==> src/rtl/uart_pkg.sv <==
// Shared UART definitions: receiver state encoding, character width and parity helper.
package uart_pkg;

    localparam int DATA_BITS = 8;

    typedef enum logic [2:0] {
        IDLE,
        START,
        DATA,
        PARITY,
        STOP
    } rx_state_t;

    // Parity bit a transmitter would send for this character (odd = 1 selects odd parity).
    function automatic logic parity_bit(input logic [DATA_BITS-1:0] data, input logic odd);
        return (^data) ^ odd;
    endfunction

endpackage

==> src/rtl/uart_rx_sync.sv <==
// Two-flop synchroniser for the asynchronous serial line plus one delay flop for edge detection.
// All flops reset to the idle (high) line level so reset never looks like a start edge.
module uart_rx_sync (
    input  logic bclk_i,
    input  logic rst_i,
    input  logic rx_i,
    output logic rx_s_o,
    output logic rx_s_d_o
);

    logic meta_q;
    logic sync_q;
    logic dly_q;

    // Metastability filter and one-cycle-delayed copy of the synchronised line.
    always_ff @(posedge bclk_i) begin
        if (!rst_i) begin
            meta_q <= 1'b1;
            sync_q <= 1'b1;
            dly_q  <= 1'b1;
        end else begin
            meta_q <= rx_i;
            sync_q <= meta_q;
            dly_q  <= sync_q;
        end
    end

    assign rx_s_o   = sync_q;
    assign rx_s_d_o = dly_q;

endmodule

==> src/rtl/uart_receiver.sv <==
// Oversampling 8-bit UART receiver with receive buffer register and sticky error flags.
//
// state  | meaning
// IDLE   | waiting for a falling edge on the synchronised line
// START  | counting to the middle of the start bit to reject glitches
// DATA   | sampling 8 data bits at mid-bit, LSB first
// PARITY | sampling the parity bit and latching the mismatch
// STOP   | sampling the stop bit; buffer/flags update one cycle later
module uart_receiver
    import uart_pkg::*;
#(
    parameter int OVERSAMPLE = 16,
    parameter bit PARITY_EN  = 1'b0,
    parameter bit PARITY_ODD = 1'b0
) (
    input  logic                 bclk,
    input  logic                 rst,
    input  logic                 rx_en,
    input  logic                 rx_data,
    input  logic                 rx_rd,
    output logic [DATA_BITS-1:0] RBR,
    output logic                 rx_status,
    output logic                 frame_err,
    output logic                 parity_err,
    output logic                 overrun_err
);

    localparam int TW = $clog2(OVERSAMPLE);
    localparam logic [TW-1:0] TICK_HALF = TW'(OVERSAMPLE / 2 - 1);
    localparam logic [TW-1:0] TICK_FULL = TW'(OVERSAMPLE - 1);

    logic rx_s;
    logic rx_s_d;

    rx_state_t            state_q;
    logic [TW-1:0]        tick_q;
    logic [2:0]           idx_q;
    logic [DATA_BITS-1:0] shift_q;
    logic                 stop_q;
    logic                 par_bad_q;
    logic                 done_q;
    logic [DATA_BITS-1:0] rbr_q;
    logic                 status_q;
    logic                 frame_err_q;
    logic                 parity_err_q;
    logic                 overrun_err_q;
    logic                 rd_clr;

    uart_rx_sync u_sync (
        .bclk_i   (bclk),
        .rst_i    (rst),
        .rx_i     (rx_data),
        .rx_s_o   (rx_s),
        .rx_s_d_o (rx_s_d)
    );

    // A host read only acts when there is unread data.
    assign rd_clr = rx_rd & status_q;

    // Framing FSM plus host-side buffer and flags; a completing frame's set wins over a read clear.
    always_ff @(posedge bclk) begin
        if (!rst) begin
            state_q       <= IDLE;
            tick_q        <= '0;
            idx_q         <= '0;
            shift_q       <= '0;
            stop_q        <= 1'b0;
            par_bad_q     <= 1'b0;
            done_q        <= 1'b0;
            rbr_q         <= '0;
            status_q      <= 1'b0;
            frame_err_q   <= 1'b0;
            parity_err_q  <= 1'b0;
            overrun_err_q <= 1'b0;
        end else begin
            done_q <= 1'b0;

            if (rd_clr) begin
                status_q      <= 1'b0;
                frame_err_q   <= 1'b0;
                parity_err_q  <= 1'b0;
                overrun_err_q <= 1'b0;
            end

            if (done_q) begin
                if (!status_q || rx_rd) begin
                    rbr_q        <= shift_q;
                    status_q     <= 1'b1;
                    frame_err_q  <= (frame_err_q & ~rd_clr) | ~stop_q;
                    parity_err_q <= (parity_err_q & ~rd_clr) | par_bad_q;
                end else begin
                    overrun_err_q <= 1'b1;
                end
            end

            if (!rx_en) begin
                state_q <= IDLE;
                tick_q  <= '0;
                idx_q   <= '0;
            end else begin
                case (state_q)
                    IDLE: begin
                        tick_q <= '0;
                        idx_q  <= '0;
                        if (rx_s_d && !rx_s) begin
                            state_q   <= START;
                            par_bad_q <= 1'b0;
                        end
                    end
                    START: begin
                        if (tick_q == TICK_HALF) begin
                            tick_q  <= '0;
                            idx_q   <= '0;
                            state_q <= rx_s ? IDLE : DATA;
                        end else begin
                            tick_q <= tick_q + TW'(1);
                        end
                    end
                    DATA: begin
                        if (tick_q == TICK_FULL) begin
                            tick_q          <= '0;
                            shift_q[idx_q]  <= rx_s;
                            if (idx_q == 3'd7) begin
                                state_q <= PARITY_EN ? PARITY : STOP;
                            end else begin
                                idx_q <= idx_q + 3'd1;
                            end
                        end else begin
                            tick_q <= tick_q + TW'(1);
                        end
                    end
                    PARITY: begin
                        if (tick_q == TICK_FULL) begin
                            tick_q    <= '0;
                            par_bad_q <= rx_s ^ parity_bit(shift_q, PARITY_ODD);
                            state_q   <= STOP;
                        end else begin
                            tick_q <= tick_q + TW'(1);
                        end
                    end
                    STOP: begin
                        if (tick_q == TICK_FULL) begin
                            tick_q  <= '0;
                            stop_q  <= rx_s;
                            done_q  <= 1'b1;
                            state_q <= IDLE;
                        end else begin
                            tick_q <= tick_q + TW'(1);
                        end
                    end
                    default: state_q <= IDLE;
                endcase
            end
        end
    end

    assign RBR         = rbr_q;
    assign rx_status   = status_q;
    assign frame_err   = frame_err_q;
    assign parity_err  = parity_err_q;
    assign overrun_err = overrun_err_q;

endmodule

==> config.mk <==
export PLATFORM = sky130hd
export DESIGN_NAME = uart_receiver
export DESIGN_NICKNAME = d
export VERILOG_FILES = /design/src/rtl/uart_pkg.sv /design/src/rtl/uart_rx_sync.sv /design/src/rtl/uart_receiver.sv
export SDC_FILE = /design/constraint.sdc
export NUM_CORES = 1
export LEC_CHECK = 0
export CORE_AREA = 2 2 70 72
export CTS_CLUSTER_SIZE = 16
export DETAILED_ROUTE_END_ITERATION = 8
export DIE_AREA = 0 0 72 74
export REMOVE_ABC_BUFFERS = 1
export SYNTH_ARGS = -nofsm -noshare
export SYNTH_HDL_FRONTEND = slang
export SYNTH_SLANG_ARGS = --single-unit
==> constraint.sdc <==
create_clock -name bclk -period 1.8 [get_ports bclk]
set_clock_uncertainty 0.1 [all_clocks]
set_input_delay 0.36 -clock bclk [delete_from_list [all_inputs] [get_ports bclk]]
set_output_delay 0.36 -clock bclk [all_outputs]
set_load 0.005 [all_outputs]
==> results.toml, run 1 <==
[die]
die_h_um = 74
pin_count = 17
chipWidth_um = 72
start_util_pct = 38.4
die-area_um2 = 5330
fp.coreArea_um2 = 4600
num_rows = 25

[placement]
dp.cells = 262
port_buffers = 16
routabilityCongestion = 0.738
dp_slack_ns = -0.0249
dpl-instance-area_um2 = 2010
hpwl_mm = 2.36

[synthesis]
async_flop_share_pct = 0
avgSynthCellArea_um2 = 9.24
ys_types = 46
synth-main-ff-cell = "dfxtp_1"
synth_area_um2 = 1770
ys_ff_latch = 36
synth-seq-area-share_pct = 40.8
synth-edff-count = 0
synthCells = 191
yosys_warnings = 0

[final_layout]
finalNetCount = 223
diodes = 0
postLayoutCellArea_um2 = 2140
syn2layout_area_growth_pct = 21.4
final_cells = 270
drive_gt1_share_pct = 17.6

[timing]
fin_crit_sh_pct = 94.6
setup_ws_ns = 0.0965
grt_setup_unrepaired = "false"
setup_violations = 0
maxSlewHeadroom_pct = 72.8
worstMarginPinSlew_ns = 0.407
timing.final.crit_period_ns = 1.70
maxSlewViolCount = 0
tns_ns = 0
final_hold_viol_count = 0
clock.fmax_mhz = 587

[detailed_routing]
final_antenna_net_count = 0
post_drt_wl_per_cell_um = 12.0
dr.pass1.iters = 4
drt-initial-drc-count = 42
vias_per_cell = 5.09
drc = 0
wl_mm = 3.24
vias = 1373

[power]
power_density_nw_per_um2 = 729
p_comb_share_pct = 3.3
switchingPower_mw = 0.326
p_seq_share_pct = 51.3
irDropWorstVdd_mv = 0.476
p_int_mw = 1.24
power_frac_clock_pct = 45.4
p_total_mw = 1.56
p_leak_nw = 0.785
swShare_pct = 20.9

[clock_network]
post_cts_buffers = 0
cts_max_path_buffers = 2
cts-htree-levels = 2
clk_pin_slew_worst_paths_ns = 0.07
numCtsBuffers = 5
insertion_delay_ns = 0.29
clockRootBuffer = "clkbuf_8"
cts_tree = "done"
cts_sinks = 36

[critical_path]
r2r-start = "tick_q[0]"
worst-path-max-fanout = 6
r2r_cells = 6
end_kind = "flip-flop"
cp_slowest_cell = "dfxtp_2"
worstSetupStartpoint = "tick_q[0]"
cpPeakStageDelay_ns = 0.38
rr_endpoint = "idx_q[0]"
required_ns = 1.92
endpoint = "idx_q[0]"
cp-start-kind = "flip-flop"
path_cells = "ha_4 -> nand3_1 -> nor3_2 -> o21bai_2 -> or3b_1 -> a21oi_1"
r2r_slack_ns = 0.1
path_class = "reg2reg"
cp.arrival_ns = 1.83

[run_status]
status = "finished, final reports clean"

[grt]
grt_overflow = 0
antenna_found_initial = 0
grt_pass1_vias = 1302
grt_util_all_layers_pct = 14.1
grt_pass1_wl_mm = 5.86
grt_max_degree = 20

[flow_run]
maxCapViolations = 0

[worst_hold_path]
min_path_type = "reg2reg"
cells in the mapped netlist (2+ instances only):
master	instances	share of area, %
a21boi_0	10	4.3
a21oi_1	9	2.6
a22oi_1	2	0.85
a31oi_1	2	0.71
and4_1	2	0.99
buf_2	3	0.85
clkbuf_1	5	1.1
clkbuf_8	2	1.6
dfxtp_1	36	41
ha_1	3	2.1
mux2i_1	10	5.7
nand2_1	22	4.7
nand2b_1	6	2.1
nand3_1	14	4.0
nand3b_1	3	1.3
nor2_1	9	1.9
nor2b_1	9	3.2
nor3_1	4	1.1
nor3b_2	2	1.4
o211ai_1	2	0.85
o21ai_0	6	1.7
or2_2	2	0.71
xnor2_1	5	2.5
flip-flops by register name (all words and copies together), names as in the netlist, 3 cells and up:
name     flops
tick_q       4
state_q      3
idx_q        3
RBR          8
shift_q      8
power by group through the flow:
| stage | logic (mW) | registers (mW) | clock network, mW |
|---|---|---|---|
| finish | 0.0519 | 0.802 | 0.709 |
| detailed placement | 0.0520 | 0.821 | 0 |
| CTS | 0.0522 | 0.802 | 0.735 |
| global route | 0.0577 | 0.802 | 0.762 |
| global placement | 0.0520 | 0.821 | 0 |
| floorplan | 0.0200 | 0.821 | 0 |
cell usage in the layout, fill, tap and decap left out, types with 3 or more instances in the layout:
master and n:
mux2i_1 10, nor3_1 3, a21boi_0 10, xnor2_1 5, nand2_1 22, buf_4 12, a21oi_1 9, nor2_1 9
nand3b_1 3, nand2b_1 6, nor2b_1 9, clkdlybuf4s50_1 16, clkbuf_8 5, o21ai_0 6, dfxtp_1 34, nand3_1 14
logic make-up after synthesis:
family | count (synthesis) | synth area share [%]
xor gates and xnor gates | 7 | 4.25
AOI/OAI and AO/OA | 33 | 12.0
buffers and inverters | 12 | 4.32
muxes | 10 | 5.67
DFF | 36 | 40.8
and+or+nand+nor | 90 | 30.8
adders and majority gates | 3 | 2.13
per-layer routing:
metal  track usage [%]  part of all wire, %
met5                 0                    0
met4              6.08                  1.8
met3              4.07                  3.1
met2              22.4                   45
met1              17.9                   50
cell type report:
type	count	area, um^2
Timing Repair Buffer	28	250
Sequential cell	36	723
Clock inverter	3	42.5
Inverter	1	3.75
Multi-Input combinational cell	143	987
Fill cell	446	2450
Clock buffer	5	68.8
Tap cell	54	67.6
through the flow:
step	utilization (%)	hold WS [ns]
global route	46.6	0.319
finish	46.6	0.308
floorplan	-	0.286
CTS	46.1	0.313
global placement	43.7	0.291
detailed placement	43.7	0.295
worst min-delay path by stage:
| stage | end | slack, ns | cells past startpoint | startpoint |
|---|---|---|---|---|
| 6_report | u_sync.rx_s_o | 0.31 | 1 | u_sync.meta_q |
| 2_1_floorplan | u_sync.rx_s_o | 0.29 | 1 | u_sync.meta_q |
| 3_3_place_gp | u_sync.rx_s_o | 0.29 | 1 | u_sync.meta_q |
| 4_1_cts | u_sync.rx_s_o | 0.31 | 1 | u_sync.meta_q |
| 5_1_grt | u_sync.rx_s_o | 0.32 | 1 | u_sync.meta_q |
| 3_5_place_dp | u_sync.rx_s_o | 0.30 | 1 | u_sync.meta_q |
worst max-delay path, delay by kind of cell (launching register included):
family / cells / cell delay (ns)
adder cells (fa/ha/maj): 1 / 0.17
AO/OA/AOI/OAI: 2 / 0.25
flip-flops: 1 / 0.38
AND/OR/NAND/NOR: 3 / 0.74
timing repair:
item	CTS	global route
hold buffers	0	0
hold endpoints to repair	0	0
endpoints found under the setup margin	0	14
gates resized for setup	0	6
Power figures use the tool's default switching activity.
==> run 2, diff against run 1 <==
--- a/config.mk
+++ b/config.mk
@@ -6,7 +6,8 @@
 export NUM_CORES = 1
 export LEC_CHECK = 0
 export CORE_AREA = 2 2 70 72
-export CTS_CLUSTER_SIZE = 16
+export CTS_CLUSTER_DIAMETER = 30
+export CTS_CLUSTER_SIZE = 10
 export DETAILED_ROUTE_END_ITERATION = 8
 export DIE_AREA = 0 0 72 74
 export REMOVE_ABC_BUFFERS = 1
==> results of run 2 <==
Final layout, timing and power as in run 1 (identical DEF).
==> run 3, diff against run 2 <==
--- a/config.mk
+++ b/config.mk
@@ -5,12 +5,13 @@
 export SDC_FILE = /design/constraint.sdc
 export NUM_CORES = 1
 export LEC_CHECK = 0
-export CORE_AREA = 2 2 70 72
+export CORE_AREA = 2 2 66 68
 export CTS_CLUSTER_DIAMETER = 30
 export CTS_CLUSTER_SIZE = 10
 export DETAILED_ROUTE_END_ITERATION = 8
-export DIE_AREA = 0 0 72 74
+export DIE_AREA = 0 0 68 70
 export REMOVE_ABC_BUFFERS = 1
 export SYNTH_ARGS = -nofsm -noshare
 export SYNTH_HDL_FRONTEND = slang
+export SYNTH_HIERARCHICAL = 1
 export SYNTH_SLANG_ARGS = --single-unit
==> run 3 against run 2 <==
  * Design area rose by 0.29%
  * Clock power fell by 0.8%
  * Routed wire length rose by 3.6%
  * Fmax rose by 0.27%
  * Sequential power barely moved
  * Worst hold slack improved by 0.017 ns
  * Synthesized cell count fell by 1.6%
  * Flip-flop and latch count did not move
  * Sequential share of layout area barely moved
  * Global-route usage rose by 2.2 points
  * Largest cell class unchanged
  * Largest power group unchanged
  * Highest routed layer unchanged
==> results.toml, run 3 <==
[final_layout]
final_cells = 269
syn2layout_area_growth_pct = 26.0
fillers = 383
final_cell_mix = "32 x dfxtp_1, 22 x nor2_1, 16 x nand2_1, 16 x clkdlybuf4s50_1, 15 x buf_4"
finalNetCount = 224
post-route-util_pct = 51.9
diodes = 0
final_common_cell = "dfxtp_1"
drive_gt1_share_pct = 18.9
postLayoutCellArea_um2 = 2150

[clock_network]
cts_sinks = 36
numCtsBuffers = 5
clockRootBuffer = "clkbuf_8"
insertion_delay_ns = 0.29
cts-htree-levels = 2
cts_max_path_buffers = 2
post_cts_buffers = 0
cts_tree = "done"
clk_pin_slew_worst_paths_ns = 0.07

[die]
die_h_um = 70
pin_count = 17
fp.coreArea_um2 = 4140
start_util_pct = 41.2
num_rows = 24
chipWidth_um = 68
die-area_um2 = 4760

[timing]
final_hold_viol_count = 0
clock.fmax_mhz = 589
timing.final.crit_period_ns = 1.70
maxSlewHeadroom_pct = 73.9
setup_violations = 0
worstMarginPinSlew_ns = 0.392
fin_crit_sh_pct = 94.4
grt_setup_unrepaired = "false"
tns_ns = 0
maxSlewViolCount = 0

[placement]
hpwl_mm = 2.50
routabilityCongestion = 0.795
dp.cells = 261
dpl-instance-area_um2 = 1990
port_buffers = 16

[grt]
grt_use_met1_pct = 20.9
grt_util_all_layers_pct = 16.2
antenna_found_initial = 0
grt_max_degree = 17
grt_pass1_wl_mm = 5.89
grt_pass1_vias = 1303
grtUsageMet3_pct = 5.31
met2_usage_pct = 25.2
grt_overflow = 0
busiest_layer = "met2"

[synthesis]
ys_types = 48
synth_adder_area_share_pct = 2.20
async_flop_share_pct = 0
synth_simple_gate_area_share_pct = 27.7
synth_compound_area_share_pct = 11.5
synth-edff-count = 0
ys_top_cells_by_area = "dfxtp_1 42%, mux2i_1 7.0%, nor2_1 4.8%, a21oi_1 4.4%, nand3_1 3.5%"
avgSynthCellArea_um2 = 9.07
synth_area_um2 = 1710
synthXorXnorAreaFrac_pct = 4.84
synthCells = 188
synth_commonest_cells = "36 x dfxtp_1, 22 x nor2_1, 16 x nand2_1"
synth-main-ff-cell = "dfxtp_1"
synth_top_cell_by_area = "dfxtp_1"
synth_top_family_by_area = "simple AND/OR/NAND/NOR gates"
ys_ff_latch = 36
synth-seq-area-share_pct = 42.3
yosys_warnings = 6
synth_most_common_cell = "dfxtp_1"
yosysTopAreaCellShare_pct = 42.3
synthMuxAreaShare_pct = 7.70

[critical_path]
cpPeakStageDelay_ns = 0.37
cp.arrival_ns = 1.78
worst-path-max-fanout = 6
path_class = "reg2reg"
cp-start-kind = "flip-flop"
end_kind = "flip-flop"
required_ns = 1.88
cp_slowest_cell = "dfxtp_1"
r2r_cells = 6
path_cells = "ha_2 -> and4_4 -> nand3b_2 -> nor3b_2 -> mux2i_1 -> nor2_1"

[detailed_routing]
wl_mm = 3.35
dr.pass1.iters = 4
final_antenna_net_count = 0
vias_per_cell = 5.23
drc = 0
vias = 1408
drt-initial-drc-count = 66
post_drt_wl_per_cell_um = 12.5

[worst_hold_path]
min_path_type = "reg2reg"
hold_path_depth = 1

[flow_run]
maxCapViolations = 0

[power]
power_density_nw_per_um2 = 726
p_leak_nw = 0.778
irDropWorstVdd_mv = 0.371
p_total_mw = 1.56

[run_status]
status = "finished, final reports clean"
## run 3: cell count changes after synthesis, sizes merged, moves of 3 or more
cell	previous run	this run
nor2	9	22
a21boi	10	0
nor2b	9	1
nand2	23	16
a21oi	9	15
nand4	1	5
nor3	5	1
nand3	15	12
## run 3: stage by stage
step | setup slack [ns] | hold slack (ns)
4_1_cts | 0.000742 | 0.323
3_3_place_gp | -0.115 | 0.299
6_report | 0.101 | 0.324
5_1_grt | 0.00201 | 0.340
3_5_place_dp | -0.187 | 0.306
2_1_floorplan | 0.0115 | 0.286
## run 3: path summary, 6_finish.rpt
| check | start | endpoint | slack [ns] |
|---|---|---|---|
| max | tick_q[0] | shift_q[4] | 0.10 |
| min | u_sync/meta_q | u_sync/rx_s_o | 0.32 |
| max reg2reg | tick_q[0] | shift_q[4] | 0.10 |
| min reg2reg | u_sync/meta_q | u_sync/rx_s_o | 0.32 |
## run 3: logic make-up (layout without fill, tap and decap cells)
kind of cell	after synthesis	in the layout
and+or+nand+nor	83	83
DFF	36	36
AOI/OAI and AO/OA	32	32
buffers and inverters	14	43
muxes	13	13
xor gates and xnor gates	7	7
adders and majority gates	3	3
## run 3: critical path: cells and delay by family (launching register included)
kind / cells / cell delay (ns)
mux: 1 / 0.21
simple gates: 4 / 0.67
flops: 1 / 0.37
fa+ha+maj: 1 / 0.24
## run 3: layer usage
| metal | up-vias | part of all wire, % |
|---|---|---|
| li1 | 732 | - |
| met1 | 653 | 48 |
| met2 | 18 | 48 |
| met3 | 5 | 2.9 |
| met4 | 0 | 1.2 |
| met5 | - | 0 |
## run 3: final cells by class
type	count	area [um^2]	share of cell area, %
clock buffers	6	72.6	3.38
clock inverters	2	35.0	1.63
repair buffers	31	273	12.7
inverters	4	15.0	0.698
flip-flops and latches	36	726	33.8
well taps	52	65.1	3.03
multi-input cells	138	963	44.8
## run 3: power breakdown
group	total (mW)	leakage, nW	internal, mW	switching, mW
sequential	0.802	0.293	0.799	0.00351
combinational	0.0553	0.430	0.0265	0.0288
clock	0.703	0.0552	0.411	0.291
## run 3: timing repair
item / in CTS / in global routing
hold buffers: 0 / 0
pin swaps: 0 / 2
endpoints found under the setup margin: 2 / 12
gates cloned: 0 / 0
gates resized for setup: 3 / 11
